<file path="config.mk">
export PLATFORM = sky130hd
export DESIGN_NAME = u31_cfg_loader_flat
export DESIGN_NICKNAME = d
export VERILOG_FILES = /design/src/rtl/u31_cfg_loader_if.sv /design/src/rtl/u31_cfg_loader.sv /design/src/flat_wrapper.sv
export SDC_FILE = /design/constraint.sdc
export NUM_CORES = 1
export LEC_CHECK = 0
export ABC_AREA = 0
export CAP_MARGIN = 10
export CORE_ASPECT_RATIO = 1.2
export CORE_MARGIN = 5
export CORE_UTILIZATION = 40
export DETAILED_ROUTE_END_ITERATION = 10
export PLACE_DENSITY = 0.66
export SETUP_SLACK_MARGIN = 0.3
export SLEW_MARGIN = 20
export SYNTH_ARGS = -nofsm -noshare
export SYNTH_HDL_FRONTEND = slang
export SYNTH_SLANG_ARGS = --single-unit
</file>
<file path="constraint.sdc">
create_clock -name clk -period 2.4 [get_ports clk]
set_input_delay 0.48 -clock clk [delete_from_list [all_inputs] [get_ports clk]]
set_output_delay 0.48 -clock clk [all_outputs]
set_load 0.005 [all_outputs]
</file>
<file path="src/rtl/u31_cfg_loader_if.sv">
// Request, lookup and configuration-chain signals of the unigate config loader.
interface u31_cfg_loader_if #(
  parameter int unsigned WBITS = 3,
  parameter int unsigned CFGW  = 18
) ();
  logic             req_valid;
  logic             req_ready;
  logic [7:0]       req_func;
  logic [7:0]       lut_func;
  logic [2:0]       lut_pin;
  logic [WBITS-1:0] lut_wiring;
  logic             cfg_sdata;
  logic             cfg_sen;
  logic             cfg_latch;
  logic [CFGW-1:0]  cfg_word;
  logic             done;
  logic [7:0]       loaded_func;
  logic             loaded_valid;

  modport master (
    output req_valid, req_func, lut_wiring,
    input  req_ready, lut_func, lut_pin, cfg_sdata, cfg_sen, cfg_latch,
           cfg_word, done, loaded_func, loaded_valid
  );

  modport slave (
    input  req_valid, req_func, lut_wiring,
    output req_ready, lut_func, lut_pin, cfg_sdata, cfg_sen, cfg_latch,
           cfg_word, done, loaded_func, loaded_valid
  );
endinterface

</file>
<file path="src/rtl/u31_cfg_loader.sv">
// Loads one 3-input gate function into a unigate cell: look up six pin wiring
// codes, shift the 18-bit word MSB first into the cell chain, then latch it.
module u31_cfg_loader #(
  parameter int unsigned NPINS = 6,
  parameter int unsigned WBITS = 3
) (
  input  logic             clk,
  input  logic             rst,
  u31_cfg_loader_if.slave  bus
);
  localparam int unsigned CFGW = NPINS * WBITS;
  localparam int unsigned FW   = 8;
  localparam int unsigned PINW = 3;
  localparam int unsigned CNTW = 5;

  typedef enum logic [2:0] {IDLE, CHECK, FETCH, SHIFT, LATCH} state_e;

  state_e          state_q;
  logic            req_ready_q;
  logic [FW-1:0]   lut_func_q;
  logic [PINW-1:0] lut_pin_q;
  logic            cfg_sdata_q;
  logic            cfg_sen_q;
  logic            cfg_latch_q;
  logic [CFGW-1:0] cfg_word_q;
  logic            done_q;
  logic [FW-1:0]   loaded_func_q;
  logic            loaded_valid_q;
  logic [CNTW-1:0] cnt_q;

  always_ff @(posedge clk) begin
    if (rst) begin
      state_q        <= IDLE;
      req_ready_q    <= 1'b0;
      lut_func_q     <= '0;
      lut_pin_q      <= '0;
      cfg_sdata_q    <= 1'b0;
      cfg_sen_q      <= 1'b0;
      cfg_latch_q    <= 1'b0;
      cfg_word_q     <= '0;
      done_q         <= 1'b0;
      loaded_func_q  <= '0;
      loaded_valid_q <= 1'b0;
      cnt_q          <= '0;
    end else begin
      done_q      <= 1'b0;
      cfg_latch_q <= 1'b0;
      case (state_q)
        IDLE: begin
          req_ready_q <= 1'b1;
          if (bus.req_valid && req_ready_q) begin
            req_ready_q <= 1'b0;
            lut_func_q  <= bus.req_func;
            // A hit is known at accept so done is already registered in CHECK
            done_q      <= loaded_valid_q && (bus.req_func == loaded_func_q);
            state_q     <= CHECK;
          end
        end
        CHECK: begin
          if (loaded_valid_q && (lut_func_q == loaded_func_q)) begin
            req_ready_q <= 1'b1;
            state_q     <= IDLE;
          end else begin
            lut_pin_q <= '0;
            state_q   <= FETCH;
          end
        end
        FETCH: begin
          for (int p = 0; p < NPINS; p++) begin
            if (lut_pin_q == PINW'(p)) cfg_word_q[p*WBITS +: WBITS] <= bus.lut_wiring;
          end
          if (lut_pin_q == PINW'(NPINS - 1)) begin
            // Word MSB comes from the pin being fetched this very cycle
            lut_pin_q   <= '0;
            cnt_q       <= '0;
            cfg_sen_q   <= 1'b1;
            cfg_sdata_q <= bus.lut_wiring[WBITS-1];
            state_q     <= SHIFT;
          end else begin
            lut_pin_q <= lut_pin_q + PINW'(1);
          end
        end
        SHIFT: begin
          if (cnt_q == CNTW'(CFGW - 1)) begin
            cfg_sen_q   <= 1'b0;
            cfg_sdata_q <= 1'b0;
            cfg_latch_q <= 1'b1;
            done_q      <= 1'b1;
            state_q     <= LATCH;
          end else begin
            cnt_q       <= cnt_q + CNTW'(1);
            cfg_sdata_q <= cfg_word_q[CNTW'(CFGW - 2) - cnt_q];
          end
        end
        LATCH: begin
          loaded_func_q  <= lut_func_q;
          loaded_valid_q <= 1'b1;
          req_ready_q    <= 1'b1;
          state_q        <= IDLE;
        end
        default: state_q <= IDLE;
      endcase
    end
  end

  assign bus.req_ready    = req_ready_q;
  assign bus.lut_func     = lut_func_q;
  assign bus.lut_pin      = lut_pin_q;
  assign bus.cfg_sdata    = cfg_sdata_q;
  assign bus.cfg_sen      = cfg_sen_q;
  assign bus.cfg_latch    = cfg_latch_q;
  assign bus.cfg_word     = cfg_word_q;
  assign bus.done         = done_q;
  assign bus.loaded_func  = loaded_func_q;
  assign bus.loaded_valid = loaded_valid_q;
endmodule
</file>
<file path="src/flat_wrapper.sv">
// flat-port wrapper written by rule: the top's interface ports become plain ports
module u31_cfg_loader_flat 
#(
  parameter int unsigned NPINS = 6,
  parameter int unsigned WBITS = 3
)
  (clk, rst, bus_req_valid, bus_req_func, bus_lut_wiring, bus_req_ready, bus_lut_func, bus_lut_pin, bus_cfg_sdata, bus_cfg_sen, bus_cfg_latch, bus_cfg_word, bus_done, bus_loaded_func, bus_loaded_valid);
  u31_cfg_loader_if #(.WBITS(WBITS)) bus_i ();
  input  logic clk;
  input  logic rst;
  input wire logic [$bits(bus_i.req_valid)-1:0] bus_req_valid;
  input wire logic [$bits(bus_i.req_func)-1:0] bus_req_func;
  input wire logic [$bits(bus_i.lut_wiring)-1:0] bus_lut_wiring;
  output wire logic [$bits(bus_i.req_ready)-1:0] bus_req_ready;
  output wire logic [$bits(bus_i.lut_func)-1:0] bus_lut_func;
  output wire logic [$bits(bus_i.lut_pin)-1:0] bus_lut_pin;
  output wire logic [$bits(bus_i.cfg_sdata)-1:0] bus_cfg_sdata;
  output wire logic [$bits(bus_i.cfg_sen)-1:0] bus_cfg_sen;
  output wire logic [$bits(bus_i.cfg_latch)-1:0] bus_cfg_latch;
  output wire logic [$bits(bus_i.cfg_word)-1:0] bus_cfg_word;
  output wire logic [$bits(bus_i.done)-1:0] bus_done;
  output wire logic [$bits(bus_i.loaded_func)-1:0] bus_loaded_func;
  output wire logic [$bits(bus_i.loaded_valid)-1:0] bus_loaded_valid;
  assign bus_i.req_valid = bus_req_valid;
  assign bus_i.req_func = bus_req_func;
  assign bus_i.lut_wiring = bus_lut_wiring;
  assign bus_req_ready = bus_i.req_ready;
  assign bus_lut_func = bus_i.lut_func;
  assign bus_lut_pin = bus_i.lut_pin;
  assign bus_cfg_sdata = bus_i.cfg_sdata;
  assign bus_cfg_sen = bus_i.cfg_sen;
  assign bus_cfg_latch = bus_i.cfg_latch;
  assign bus_cfg_word = bus_i.cfg_word;
  assign bus_done = bus_i.done;
  assign bus_loaded_func = bus_i.loaded_func;
  assign bus_loaded_valid = bus_i.loaded_valid;
  u31_cfg_loader #(.NPINS(NPINS), .WBITS(WBITS)) u_core (.clk(clk), .rst(rst), .bus(bus_i));
endmodule
</file>
After elaboration in Yosys (flattened, before gate mapping)
Index checks and enable logic that the tools add are counted.
W data, S select, Z words.

storage, ports and cells
  word-level logic and storage cells = 87
  output and inout bits = 43
  bits in registers = 51
  input bits = 14

cells by class
  reductions and logical operators = 22
  bitwise gates (word level) = 1
  multiplexer cells = 25
  $add $sub $neg = 3
  magnitude comparators = 1
  equality and inequality tests = 18

operator list
  operator               count
  $reduce_and A2 Y1      10
  $eq A8 B8 Y1           2
  $mux W3                5
  $eq A3 B2 Y1 const B   4
  $pmux W3 S4            1
  $mux W5                2
  $pmux W5 S2            1
  $eq A3 B3 Y1 const B   3
  $mux W1                9
  $reduce_and A3 Y1      3
  $ne A2 B1 Y1 const B   4
  $eq A3 B1 Y1 const B   2
  $logic_not A3 Y1       2
  $lt A5 B6 Y1 const B   1
  $pmux W1 S2            3
  $pmux W3 S2            1
  $add A5 B1 Y5 const B  1
  $bmux W1 S5            1
  $eq A5 B5 Y1 const B   1
  $sub A5 B5 Y5 const A  1
  $ne A2 B2 Y1 const B   2
  $reduce_bool A2 Y1     2
  $add A3 B1 Y3 const B  1
  $logic_and A1 B1 Y1    3
  5 further kinds        5

Logic depth before layout (Yosys ltp)
Gate-level depths: netlist (run 1).

  depth in word-level cells = 5
  depth in mapped cells = 9
  gate-level depth less buffers = 7

Worst setup path after synthesis (run 1)
OpenSTA, ideal clock, no wires.

  path kind = register to register
  start = register u_core.cnt_q[0]
  end = register u_core.cfg_sdata_q (netlist: u_core.bus.cfg_sdata)
  slack = 0.314 ns
  library setup time = 0.133 ns
  required time = 2.267 ns
  stages on the path, launching flop included = 9
  clock period less this slack = 2.086 ns
  buffers on the path = 2
  data arrival time = 1.953 ns
  cells stage by stage = dfxtp_1 > buf_2 > inv_1 > ha_1 > clkbuf_1 > mux4_2 > mux2i_1 > or2_2 > a311oi_2

between the ends
  word-level cells in the longest chain between the ends = 5
  elaborated cells on any way between the ends = 6
  those cells by class = add/sub (1); eq/ne (1); mux (4)

RTL lines
  item                           RTL line              text
  from (decl)                    u31_cfg_loader.sv:29  logic [CNTW-1:0] cnt_q;
  from (signal assigned)         u31_cfg_loader.sv:91  cnt_q <= cnt_q + CNTW'(1);
  $sub A5 B5 Y5                  u31_cfg_loader.sv:92  cfg_sdata_q <= cfg_word_q[CNTW'(CFGW - 2) - cnt_q];
  $bmux W1 S5                    u31_cfg_loader.sv:92
  $mux W1 (not written as such)  u31_cfg_loader.sv:92
  $mux W1 (*)                    u31_cfg_loader.sv:84  if (cnt_q == CNTW'(CFGW - 1)) begin
  $pmux W1 S2 (*)                u31_cfg_loader.sv:48  case (state_q)
  to (signal assigned)           u31_cfg_loader.sv:77  cfg_sdata_q <= bus.lut_wiring[WBITS-1];
  to (signal assigned)           u31_cfg_loader.sv:92
  to (decl)                      u31_cfg_loader.sv:22  logic cfg_sdata_q;

Mark *: on every way between the ends. The rest lies on a longest branch, timed or not. The select of a mux whose other input is x is not followed.
A chain may end at the register's enable or synchronous reset.

Final worst setup path (run 1)
  start = register u_core.cnt_q[1]
  end = register u_core.cfg_sdata_q (netlist: u_core.bus.cfg_sdata)

The elaborated chain is that of the path after synthesis.

==> results of run 1 <==
-- registers in the layout (all words and copies together), names as in the netlist --
signal and cells:
u_core.cnt_q 5, u_core.bus.done 1, u_core.bus.lut_pin 3, u_core.bus.cfg_sdata 1
u_core.bus.lut_func 8, u_core.bus.loaded_valid 1, u_core.bus.cfg_latch 1, u_core.state_q 3
u_core.bus.cfg_sen 1, u_core.bus.req_ready 1, u_core.bus.cfg_word 18, u_core.bus.loaded_func 8
-- layer usage --
layer | routed length [um] | vias up
met5 | 0 | -
met4 | 109 | 0
met3 | 336 | 8
met2 | 2803 | 71
met1 | 2616 | 1004
li1 | - | 1064
-- per-stage QoR --
step	power (W)	utilization	instance area (um^2)	worst slack (ns)
after floorplan	0.001075	-	2471	0.3138
after global placement	0.001183	0.5159	3102	0.3449
after detailed placement	0.001186	0.5159	3102	0.2988
after CTS	0.001676	0.5305	3189	0.3537
after global routing	0.001741	0.5309	3192	0.3101
final	0.001661	0.5309	3192	0.4189
-- cells in the final DEF (no fill, tap or decap), drive strengths merged, types with 2 or more instances in the layout --
cell            n
nand3          11
or4             2
o21ai           9
a21oi          18
nand2          21
mux2i          27
o2111ai         2
xnor2           8
nor2           41
nor3           10
nand3b          2
mux4            4
clkbuf          6
xor2            9
ha              4
inv             9
o31ai           2
clkdlybuf4s50  55
or3             2
nor4            2
o211ai          3
nand4           3
dfxtp          51
buf             8
-- worst register-to-register path, cell delays in order (launching register included) --
cell and delay (ns):
sky130_fd_sc_hd__dfxtp_1 0.44, sky130_fd_sc_hd__inv_1 0.09, sky130_fd_sc_hd__ha_2 0.43, sky130_fd_sc_hd__mux4_2 0.51, sky130_fd_sc_hd__mux2i_1 0.17, sky130_fd_sc_hd__or2_2 0.14, sky130_fd_sc_hd__a311oi_2 0.07
-- worst max path at each step --
stage          slack (ns)  cells after the start                    to               from
2_1_floorplan        0.31                      8  u_core.bus.cfg_sdata    u_core.cnt_q[0]
6_report             0.42                      6  u_core.bus.cfg_sdata    u_core.cnt_q[1]
3_5_place_dp         0.30                      6  u_core.bus.cfg_sdata  bus_lut_wiring[2]
3_3_place_gp         0.34                      6  u_core.bus.cfg_sdata  bus_lut_wiring[2]
4_1_cts              0.35                      6  u_core.bus.cfg_sdata    u_core.cnt_q[1]
5_1_grt              0.31                      7  u_core.bus.cfg_sdata    u_core.cnt_q[1]
-- final cells by class --
type,instances,area (um^2),share of cell area
Clock buffer,6,82.58,0.02587
Clock inverter,1,5.005,0.001568
Inverter,9,33.78,0.01058
Multi-Input combinational cell,199,1339,0.4194
Sequential cell,51,1021,0.3199
Tap cell,82,102.6,0.03214
Timing Repair Buffer,63,608.1,0.1905
-- power groups by stage --
| stage | sequential, W | clock (W) | combinational [W] |
|---|---|---|---|
| after floorplan | 0.000923 | 0 | 0.000152 |
| after global placement | 0.000932 | 0 | 0.000251 |
| after detailed placement | 0.000933 | 0 | 0.000254 |
| after CTS | 0.000913 | 0.000508 | 0.000255 |
| after global routing | 0.000920 | 0.000541 | 0.000281 |
| final | 0.000913 | 0.000496 | 0.000252 |
-- cells by family after synthesis --
logic type      count (synthesis)  synth area share
flops                          51            0.4132
buf+inv                        27           0.04861
fa+ha+maj                       4           0.02025
simple gates                  103            0.1985
mux                            31            0.1458
xor+xnor                       17           0.06026
compound gates                 44            0.1134
-- synthesized netlist by cell type (2+ instances only) --
cell type                   number  area share
sky130_fd_sc_hd__a21oi_1        17       0.034
sky130_fd_sc_hd__buf_1           2      0.0030
sky130_fd_sc_hd__buf_2           3      0.0061
sky130_fd_sc_hd__buf_6           2      0.0091
sky130_fd_sc_hd__clkbuf_1       11       0.017
sky130_fd_sc_hd__dfxtp_1        51        0.41
sky130_fd_sc_hd__ha_1            4       0.020
sky130_fd_sc_hd__inv_1           9       0.014
sky130_fd_sc_hd__mux2i_1        27        0.11
sky130_fd_sc_hd__mux4_2          4       0.036
sky130_fd_sc_hd__nand2_1        21       0.032
sky130_fd_sc_hd__nand3_1        11       0.022
sky130_fd_sc_hd__nand3b_1        2      0.0061
sky130_fd_sc_hd__nand4_1         3      0.0076
sky130_fd_sc_hd__nor2_1         41       0.062
sky130_fd_sc_hd__nor3_1          9       0.018
sky130_fd_sc_hd__nor4_1          2      0.0051
sky130_fd_sc_hd__o2111ai_1       2      0.0071
sky130_fd_sc_hd__o211ai_1        3      0.0091
sky130_fd_sc_hd__o21ai_0         9       0.018
sky130_fd_sc_hd__o31ai_1         2      0.0061
sky130_fd_sc_hd__or4_1           2      0.0061
sky130_fd_sc_hd__xnor2_1         8       0.028
sky130_fd_sc_hd__xor2_1          9       0.032
==> results.sh, run 1 <==
export IMPL_setup_tns_final_ns=0
export IMPL_cts_repair_resize_count=0
export IMPL_numClockSinks=51
export IMPL_area_delta_synth_final_pct=29.16
export IMPL_critPathKind="register to register"
export IMPL_max_slew_margin=0.6156
export IMPL_synth_ff_type="sky130_fd_sc_hd__dfxtp_1"
export IMPL_gpl_final_weighted_congestion=0.8954
export IMPL_cpLargestDelayFamily="multiplexers"
export IMPL_timing_final_crit_period_ns=1.981
export IMPL_critical_path_endpoint_type="register"
export IMPL_grt_pass1_wl_um=9908
export IMPL_report_final_hold_viol_count=0
export IMPL_cts_path_max_buffers=2
export IMPL_holdBufCountCts=0
export IMPL_globalRoute_totalOverflow=0
export IMPL_total_drc_errors_in_the_routed_layout=0
export IMPL_die_width_um=81.75
export IMPL_fp_coreArea_um2=6012
export IMPL_worst_r2r_startpoint="u_core.cnt_q[1]"
export IMPL_cts_tree="built"
export IMPL_endpoint_of_the_worst_register_to_register_path="u_core.bus.cfg_sdata"
export IMPL_post_synth_inst_count=277
export IMPL_outcome="finished clean"
export IMPL_worst_pin_slew_ns=0.5765
export IMPL_drt_wirelength_per_cell_um=14.27
export IMPL_power_share_of_the_combinational_group=0.152
export IMPL_synth_nets=295
export IMPL_drive_above_1_share=0.08207
export IMPL_hold_path_class="register to register"
export IMPL_numPlacedInstances=404
export IMPL_critPathRequiredTime_ns=2.57
export IMPL_die_area_um2=7856
export IMPL_regToRegSetupSlack_ns=0.42
export IMPL_grtUsageMet1=0.2074
export IMPL_clock_fmax_mhz=504.8
export IMPL_min_delay_worst_endpoint="u_core.bus.cfg_word[1]"
export IMPL_post_cts_repair_setup_buffers=0
export IMPL_power_density_nw_per_um2=520.3
export IMPL_drt_vias_per_instance=5.224
export IMPL_post_dp_hpwl_um=4411
export IMPL_design_final_nets=347
export IMPL_whs_ns=0.4763
export IMPL_synth_edf_count=0
export IMPL_ios=57
export IMPL_finClkSkew_ns=0.007175
export IMPL_crit_chain="inv_1 > ha_2 > mux4_2 > mux2i_1 > or2_2 > a311oi_2"
export IMPL_fill_cells=560
export IMPL_num_rows=31
export IMPL_maxCapViolations=0
export IMPL_grt_use_met3=0.03652
export IMPL_setup_worst_path_start_class="register"
export IMPL_synth_yosys_seq_area_share=0.4132
export IMPL_post_synth_cell_area_avg_um2=8.921
export IMPL_irDropWorstVdd_mv=0.2647
export IMPL_worstPathArrival_ns=2.15
export IMPL_synth_cell_area_um2=2471
export IMPL_detail_route_iter0_violations=118
export IMPL_layout_cells_non_filler=411
export IMPL_worst_skew_pair_late_latency_ns=0.30
export IMPL_seq_power_share=0.550
export IMPL_hold_start="u_core.bus.cfg_word[1]"
export IMPL_setup_viol=0
export IMPL_rsz0062_at_grt="no"
export IMPL_clk_pin_slew_worst_paths_ns=0.09
export IMPL_ys_ff_latch=51
export IMPL_timing_critical_path_buf_inv=1
export IMPL_first_pass_iters=4
export IMPL_grt_max_degree=33
export IMPL_antenna_found_initial=0
export IMPL_num_antenna_cells=0
export IMPL_critical_path_slowest_cell="sky130_fd_sc_hd__mux4_2"
export IMPL_floorplan_die_height_um=96.10
export IMPL_final_max_slew_viol_count=0
export IMPL_p_leak_nw=1.166
export IMPL_cp_slowest_stage_delay_ns=0.51
export IMPL_ys_async_sr_fraction=0
export IMPL_yosys_warnings=0
export IMPL_clock_power_share=0.299
export IMPL_route_antenna_remaining_nets=0
export IMPL_clock_tree_root_cell="sky130_fd_sc_hd__clkbuf_8"
export IMPL_met2_global_route_usage=0.2594
export IMPL_detail_route_wirelength_um=5866
export IMPL_grt_pass1_vias=2112
export IMPL_internal_power_w=0.001232
export IMPL_buffer_ports_inserted=56
export IMPL_min_path_cells=2
export IMPL_floorplan_initialDensity=0.4110
export IMPL_ctsHtreeMaxLevel=2
export IMPL_sw_frac_of_total=0.2580
export IMPL_critical_path_peak_fanout=7
export IMPL_global_route_peak_usage_layer="met2"
export IMPL_synth_lib_cells_used_distinct=47
export IMPL_detailroute_via_count=2147
export IMPL_ratio_of_final_minimum_period_to_clock_period=0.8254
export IMPL_ff2ff_path_depth=6
export IMPL_globalRouteTotalUtil=0.1617
export IMPL_switchingPower_w=0.0004285
export IMPL_clock_buffers_created_by_tritoncts=5
No activity file was read; power rests on OpenSTA's default activity.
==> run 2, diff against run 1 <==
==> constraint.sdc (replaced) <==
create_clock -name clk -period 1.95 [get_ports clk]
set_input_delay 0.39 -clock clk [delete_from_list [all_inputs] [get_ports clk]]
set_output_delay 0.39 -clock clk [all_outputs]
set_load 0.005 [all_outputs]
==> results.sh, run 2 (synthesized netlist as in run 1, its figures left out) <==
export IMPL_gpl_final_weighted_congestion=0.9009
export IMPL_rsz0062_at_grt="yes"
export IMPL_antenna_found_initial=0
export IMPL_finClkSkew_ns=0.01108
export IMPL_internal_power_w=0.001686
export IMPL_drt_wirelength_per_cell_um=14.81
export IMPL_min_path_cells=2
export IMPL_layout_cells_non_filler=430
export IMPL_floorplan_die_height_um=96.10
export IMPL_numPlacedInstances=413
export IMPL_worstPathArrival_ns=1.96
export IMPL_design_final_nets=365
export IMPL_final_util=0.5811
export IMPL_switchingPower_w=0.0005538
export IMPL_ratio_of_final_minimum_period_to_clock_period=0.8930
export IMPL_holdBufCountCts=0
export IMPL_irDropWorstVdd_mv=0.4533
export IMPL_layout_common_cells="55 x sky130_fd_sc_hd__clkdlybuf4s50_1, 39 x sky130_fd_sc_hd__nor2_1, 27 x sky130_fd_sc_hd__mux2i_1, 27 x sky130_fd_sc_hd__dfxtp_1, 23 x sky130_fd_sc_hd__buf_4"
export IMPL_num_antenna_cells=0
export IMPL_ff2ff_path_depth=5
export IMPL_crit_chain="or3b_4 > or3_4 > a21oi_4 > a31oi_1 > a311oi_2"
export IMPL_whs_ns=0.2905
export IMPL_drt_vias_per_instance=5.233
export IMPL_timing_final_crit_period_ns=1.741
export IMPL_cp_slowest_stage_delay_ns=0.43
export IMPL_buffer_ports_inserted=56
export IMPL_first_pass_iters=4
export IMPL_area_delta_synth_final_pct=41.37
export IMPL_p_leak_nw=1.301
export IMPL_fill_cells=539
export IMPL_total_drc_errors_in_the_routed_layout=0
export IMPL_grt_max_degree=28
export IMPL_die_area_um2=7856
export IMPL_worst_pin_slew_ns=0.3995
export IMPL_critical_path_peak_fanout=8
export IMPL_globalRouteTotalUtil=0.1768
export IMPL_num_rows=31
export IMPL_final_critical_path_setup_slack_ns=0.2087
export IMPL_ctsHtreeMaxLevel=2
export IMPL_critical_path_endpoint_type="register"
export IMPL_route_antenna_remaining_nets=0
export IMPL_hold_path_class="primary input to register"
export IMPL_die_width_um=81.75
export IMPL_setup_tns_final_ns=0
export IMPL_globalRoute_totalOverflow=0
export IMPL_critPathRequiredTime_ns=2.17
export IMPL_report_final_hold_viol_count=0
export IMPL_clock_buffers_created_by_tritoncts=5
export IMPL_cts_tree="built"
export IMPL_seq_power_share=0.498
export IMPL_grt_pass1_wl_um=10850
export IMPL_clock_power_share=0.336
export IMPL_clock_fmax_mhz=574.3
export IMPL_maxCapViolations=0
export IMPL_sw_frac_of_total=0.2472
export IMPL_drive_above_1_share=0.2328
export IMPL_critPathKind="register to register"
export IMPL_grt_pass1_vias=2292
export IMPL_power_density_nw_per_um2=641.3
export IMPL_critical_path_slowest_cell="sky130_fd_sc_hd__or3b_4"
export IMPL_floorplan_initialDensity=0.4110
export IMPL_setup_viol=0
export IMPL_outcome="finished clean"
export IMPL_most_frequent_standard_cell_in_the_layout_excluding_fill_and_tap_cells="sky130_fd_sc_hd__clkdlybuf4s50_1"
export IMPL_final_max_slew_viol_count=0
export IMPL_max_slew_margin=0.7299
export IMPL_numClockSinks=51
export IMPL_detail_route_wirelength_um=6369
export IMPL_power_share_of_the_combinational_group=0.166
export IMPL_clock_tree_root_cell="sky130_fd_sc_hd__clkbuf_8"
export IMPL_ios=57
export IMPL_detail_route_iter0_violations=116
export IMPL_max_reg_flops=18
export IMPL_post_place_ws_ns=0.04594
export IMPL_setup_worst_path_start_class="register"
export IMPL_fp_coreArea_um2=6012
export IMPL_detailroute_via_count=2250
export IMPL_post_dp_hpwl_um=4712
export IMPL_worst_skew_pair_late_latency_ns=0.30
export IMPL_cts_path_max_buffers=2
export IMPL_clk_pin_slew_worst_paths_ns=0.09
==> run 2: changes by cell type in the layout (fill, tap and decap cells not counted), moves of 2 or more <==
cell                      delta
sky130_fd_sc_hd__dfxtp_1    -24
sky130_fd_sc_hd__dfxtp_2    +19
sky130_fd_sc_hd__buf_4      +16
sky130_fd_sc_hd__dfxtp_4     +5
sky130_fd_sc_hd__nand3_1     -2
sky130_fd_sc_hd__nand3_2     +2
sky130_fd_sc_hd__nor2_1      -2
sky130_fd_sc_hd__or4_1       -2
sky130_fd_sc_hd__or4_4       +2
==> run 2: per-stage QoR <==
| step | total power, W | instance area [um^2] |
|---|---|---|
| 2_1_floorplan | 0.001329 | 2510 |
| 3_3_place_gp | 0.001480 | 3184 |
| 3_5_place_dp | 0.001485 | 3184 |
| 4_1_cts | 0.002262 | 3418 |
| 5_1_grt | 0.002350 | 3493 |
| 6_report | 0.002240 | 3493 |
==> run 2: path summary, 6_finish.rpt <==
check | from | endpoint | slack [ns]
max | u_core.state_q[1] | u_core.bus.cfg_sdata | 0.21
min | rst | u_core.bus.lut_func[5] | 0.29
max reg2reg | u_core.state_q[1] | u_core.bus.cfg_sdata | 0.21
min reg2reg | u_core.bus.cfg_word[0] | u_core.bus.cfg_word[0] | 0.49
==> run 2: power by group through the flow <==
stage               clock (W)  combinational, W  sequential [W]
floorplan                   0          0.000192         0.00114
global placement            0          0.000342         0.00114
detailed placement          0          0.000346         0.00114
CTS                  0.000775          0.000370         0.00112
global route         0.000817          0.000409         0.00112
finish               0.000752          0.000372         0.00112
==> run 2: critical path: cells and delay by family, from the launching register on <==
family	cells	cell delay [ns]
AO/OA/AOI/OAI	3	0.48
flip-flops	1	0.33
AND/OR/NAND/NOR	2	0.85
==> run 2: what timing repair did <==
item                                   4_1_cts  5_1_grt
setup buffers                                5        4
endpoints found under the hold margin        0        0
resized for setup                           23       21
setup endpoints to repair                   18       29
pin swaps                                    0        4
==> run 2: area by class of cell <==
cell class / count / area (um^2) / share of cell area
inverter: 9 / 33.78 / 0.009670
tap: 82 / 102.6 / 0.02937
sequential: 51 / 1064 / 0.3044
clock inverter: 2 / 35.03 / 0.01003
clock buffer: 6 / 82.58 / 0.02364
timing repair buffer: 81 / 754.5 / 0.2160
multi-input combinational: 199 / 1421 / 0.4069
==> run 2: layer usage <==
metal | up-vias | track usage | part of all wire | routed length, um
li1 | 1108 | - | - | -
met1 | 1067 | 0.2252 | 0.41 | 2629
met2 | 69 | 0.2999 | 0.52 | 3297
met3 | 6 | 0.03371 | 0.059 | 376
met4 | 0 | 0.05402 | 0.010 | 66
met5 | - | 0 | 0 | 0
==> run 3, diff against run 2 <==
--- a/config.mk
+++ b/config.mk
@@ -5,15 +5,16 @@
 export SDC_FILE = /design/constraint.sdc
 export NUM_CORES = 1
 export LEC_CHECK = 0
-export ABC_AREA = 0
+export ABC_AREA = 1
 export CAP_MARGIN = 10
+export CELL_PAD_IN_SITES_DETAIL_PLACEMENT = 1
+export CELL_PAD_IN_SITES_GLOBAL_PLACEMENT = 1
 export CORE_ASPECT_RATIO = 1.2
 export CORE_MARGIN = 5
-export CORE_UTILIZATION = 40
+export CORE_UTILIZATION = 35
 export DETAILED_ROUTE_END_ITERATION = 10
-export PLACE_DENSITY = 0.66
+export PLACE_DENSITY_LB_ADDON = 0.1
 export SETUP_SLACK_MARGIN = 0.3
-export SLEW_MARGIN = 20
 export SYNTH_ARGS = -nofsm -noshare
 export SYNTH_HDL_FRONTEND = slang
 export SYNTH_SLANG_ARGS = --single-unit
==> results.sh, run 3 <==
export IMPL_post_synth_inst_count=360
export IMPL_max_reg_flops=18
export IMPL_cpLargestDelayFamily="buffers and inverters"
export IMPL_holdBufCountCts=0
export IMPL_die_area_um2=9004
export IMPL_drive_above_1_share=0.1408
export IMPL_route_antenna_remaining_nets=0
export IMPL_critical_path_slowest_cell="sky130_fd_sc_hd__clkdlybuf4s50_1"
export IMPL_setup_tns_final_ns=0
export IMPL_total_drc_errors_in_the_routed_layout=0
export IMPL_ys_top_cells_by_count="67 x sky130_fd_sc_hd__nand2_1, 54 x sky130_fd_sc_hd__inv_1, 51 x sky130_fd_sc_hd__dfxtp_1, 45 x sky130_fd_sc_hd__a21oi_1, 41 x sky130_fd_sc_hd__o21ai_0"
export IMPL_internal_power_w=0.001867
export IMPL_final_util=0.4729
export IMPL_die_width_um=87.46
export IMPL_buffer_ports_inserted=56
export IMPL_crit_chain="clkdlybuf4s50_1"
export IMPL_grt_max_degree=22
export IMPL_cts_tree="built"
export IMPL_critPathKind="register to output port"
export IMPL_detail_route_iter0_violations=41
export IMPL_synth_yosys_seq_area_share=0.4052
export IMPL_synth_lib_cells_used_distinct=26
export IMPL_final_critical_path_setup_slack_ns=0.3510
export IMPL_setup_viol=0
export IMPL_ys_async_sr_fraction=0
export IMPL_switchingPower_w=0.0009914
export IMPL_synth_fa_ha_area_frac=0.01986
export IMPL_report_final_hold_viol_count=0
export IMPL_irDropWorstVdd_mv=0.4003
export IMPL_setup_worst_path_start_class="register"
export IMPL_globalRouteTotalUtil=0.1701
export IMPL_clk_pin_slew_worst_paths_ns=0.09
export IMPL_finish_instance_area_um2=3379
export IMPL_post_place_ws_ns=0.1209
export IMPL_clock_fmax_mhz=625.4
export IMPL_drt_vias_per_instance=4.903
export IMPL_yosys_warnings=0
export IMPL_cp_slowest_stage_delay_ns=0.52
export IMPL_power_density_nw_per_um2=845.8
export IMPL_timing_critical_path_buf_inv=1
export IMPL_critical_path_peak_fanout=3
export IMPL_ratio_of_final_minimum_period_to_clock_period=0.8200
export IMPL_maxCapViolations=0
export IMPL_fp_coreArea_um2=7147
export IMPL_detail_route_wirelength_um=7403
export IMPL_synth_most_common_cell="sky130_fd_sc_hd__nand2_1"
export IMPL_multiplexer_share_of_the_synthesized_area=0
export IMPL_rsz0062_at_grt="yes"
export IMPL_report_power_total_w=0.002858
export IMPL_design_final_nets=444
export IMPL_floorplan_die_height_um=103.0
export IMPL_post_synth_and_or_nand_nor_area_fraction=0.2532
export IMPL_critPathRequiredTime_ns=1.56
export IMPL_worst_pin_slew_ns=0.4478
export IMPL_drt_wirelength_per_cell_um=14.35
export IMPL_finClkSkew_ns=0.005253
export IMPL_synthTopCellsByArea="sky130_fd_sc_hd__dfxtp_1 41%, sky130_fd_sc_hd__nand2_1 10%, sky130_fd_sc_hd__a21oi_1 8.9%"
export IMPL_compound_gate_portion_of_the_synthesized_area=0.1733
export IMPL_globalRoute_totalOverflow=0
export IMPL_placed_area_um2=3217
export IMPL_antenna_found_initial=0
export IMPL_synth_cell_area_um2=2520
export IMPL_power_share_of_the_combinational_group=0.327
export IMPL_sw_frac_of_total=0.3468
export IMPL_gpl_final_weighted_congestion=0.8071
export IMPL_synth_edf_count=0
export IMPL_clock_buffers_created_by_tritoncts=5
export IMPL_ys_ff_latch=51
export IMPL_synth_ff_type="sky130_fd_sc_hd__dfxtp_1"
export IMPL_grt_pass1_wl_um=12030
export IMPL_first_pass_iters=4
export IMPL_most_frequent_standard_cell_in_the_layout_excluding_fill_and_tap_cells="sky130_fd_sc_hd__nand2_1"
export IMPL_yosys_area_top_type="sky130_fd_sc_hd__dfxtp_1"
export IMPL_clock_power_share=0.225
export IMPL_detailroute_via_count=2530
export IMPL_ios=57
export IMPL_p_leak_nw=1.383
export IMPL_yosys_area_top_type_share=0.4052
export IMPL_outcome="finished clean"
export IMPL_clock_tree_root_cell="sky130_fd_sc_hd__clkbuf_8"
export IMPL_hold_path_class="register to register"
export IMPL_worstPathArrival_ns=1.21
export IMPL_num_rows=34
export IMPL_post_synth_cell_area_avg_um2=7.000
export IMPL_num_antenna_cells=0
export IMPL_floorplan_initialDensity=0.3526
export IMPL_regToRegSetupSlack_ns=0.36
export IMPL_worst_skew_pair_late_latency_ns=0.31
export IMPL_fill_cells=921
export IMPL_synth_nets=378
export IMPL_cts_path_max_buffers=2
export IMPL_critical_path_endpoint_type="output port"
export IMPL_seq_power_share=0.448
export IMPL_timing_final_crit_period_ns=1.599
export IMPL_ctsHtreeMaxLevel=2
export IMPL_area_delta_synth_final_pct=34.11
export IMPL_numClockSinks=51
export IMPL_final_max_slew_viol_count=0
export IMPL_post_dp_hpwl_um=5685
export IMPL_grt_pass1_vias=2541
export IMPL_synth_xor_area_frac=0.04171
export IMPL_synth_top_family_by_area="simple AND/OR/NAND/NOR gates"
export IMPL_max_slew_margin=0.7011
export IMPL_layout_common_cells="67 x sky130_fd_sc_hd__nand2_1, 54 x sky130_fd_sc_hd__clkdlybuf4s50_1, 53 x sky130_fd_sc_hd__inv_1"
## run 3: power by group through the flow
| stage | logic (W) | registers [W] | clock network, W |
|---|---|---|---|
| after global placement | 0.000895 | 0.00129 | 0 |
| after CTS | 0.000918 | 0.00128 | 0.000668 |
| final | 0.000936 | 0.00128 | 0.000642 |
| after global routing | 0.00106 | 0.00131 | 0.000704 |
| after floorplan | 0.000514 | 0.00129 | 0 |
| after detailed placement | 0.000913 | 0.00130 | 0 |
## run 3: repair_timing
action | 4_1_cts | 5_1_grt
gates cloned | 0 | 0
gates resized for setup | 11 | 16
pin swaps | 0 | 1
setup buffers | 0 | 3
endpoints found under the setup margin | 9 | 20
## run 3: layout make-up
cell class | count | area [um^2] | share of cell area
multi-input cells | 240 | 1244 | 0.3680
flip-flops and latches | 51 | 1051 | 0.3110
repair buffers | 68 | 659.4 | 0.1951
inverters | 60 | 225.2 | 0.06664
well taps | 90 | 112.6 | 0.03332
clock buffers | 6 | 82.58 | 0.02444
clock inverters | 1 | 5.005 | 0.001481
## run 3: kinds of logic after synthesis
group,count (synthesis)
AOI/OAI and AO/OA,87
xor gates and xnor gates,12
and+or+nand+nor,137
adders and majority gates,4
DFF,51
buffers and inverters,69
## run 3: metal layers
layer	share of wire	track usage	routed length, um
met1	0.40	0.1901	2987
met2	0.54	0.3161	3966
met3	0.044	0.03437	326
met4	0.017	0.06021	124
met5	0	0	0
## run 3: final timing paths
| kind | to | from | cells after the start |
|---|---|---|---|
| worst max-delay path | bus_loaded_valid | u_core.bus.loaded_valid | 1 |
| worst min-delay path | u_core.bus.cfg_word[6] | u_core.bus.cfg_word[6] | 2 |
| worst max register to register | u_core.bus.cfg_sdata | u_core.cnt_q[1] | 9 |
| worst min register to register | u_core.bus.cfg_word[6] | u_core.bus.cfg_word[6] | 2 |
## run 3: through the flow
stage / std cells / hold slack [ns]
6_report: 516 / 0.4723
5_1_grt: 516 / 0.5000
4_1_cts: 513 / 0.4789
3_5_place_dp: 506 / 0.4645
3_3_place_gp: 506 / 0.4609
2_1_floorplan: 360 / 0.4551
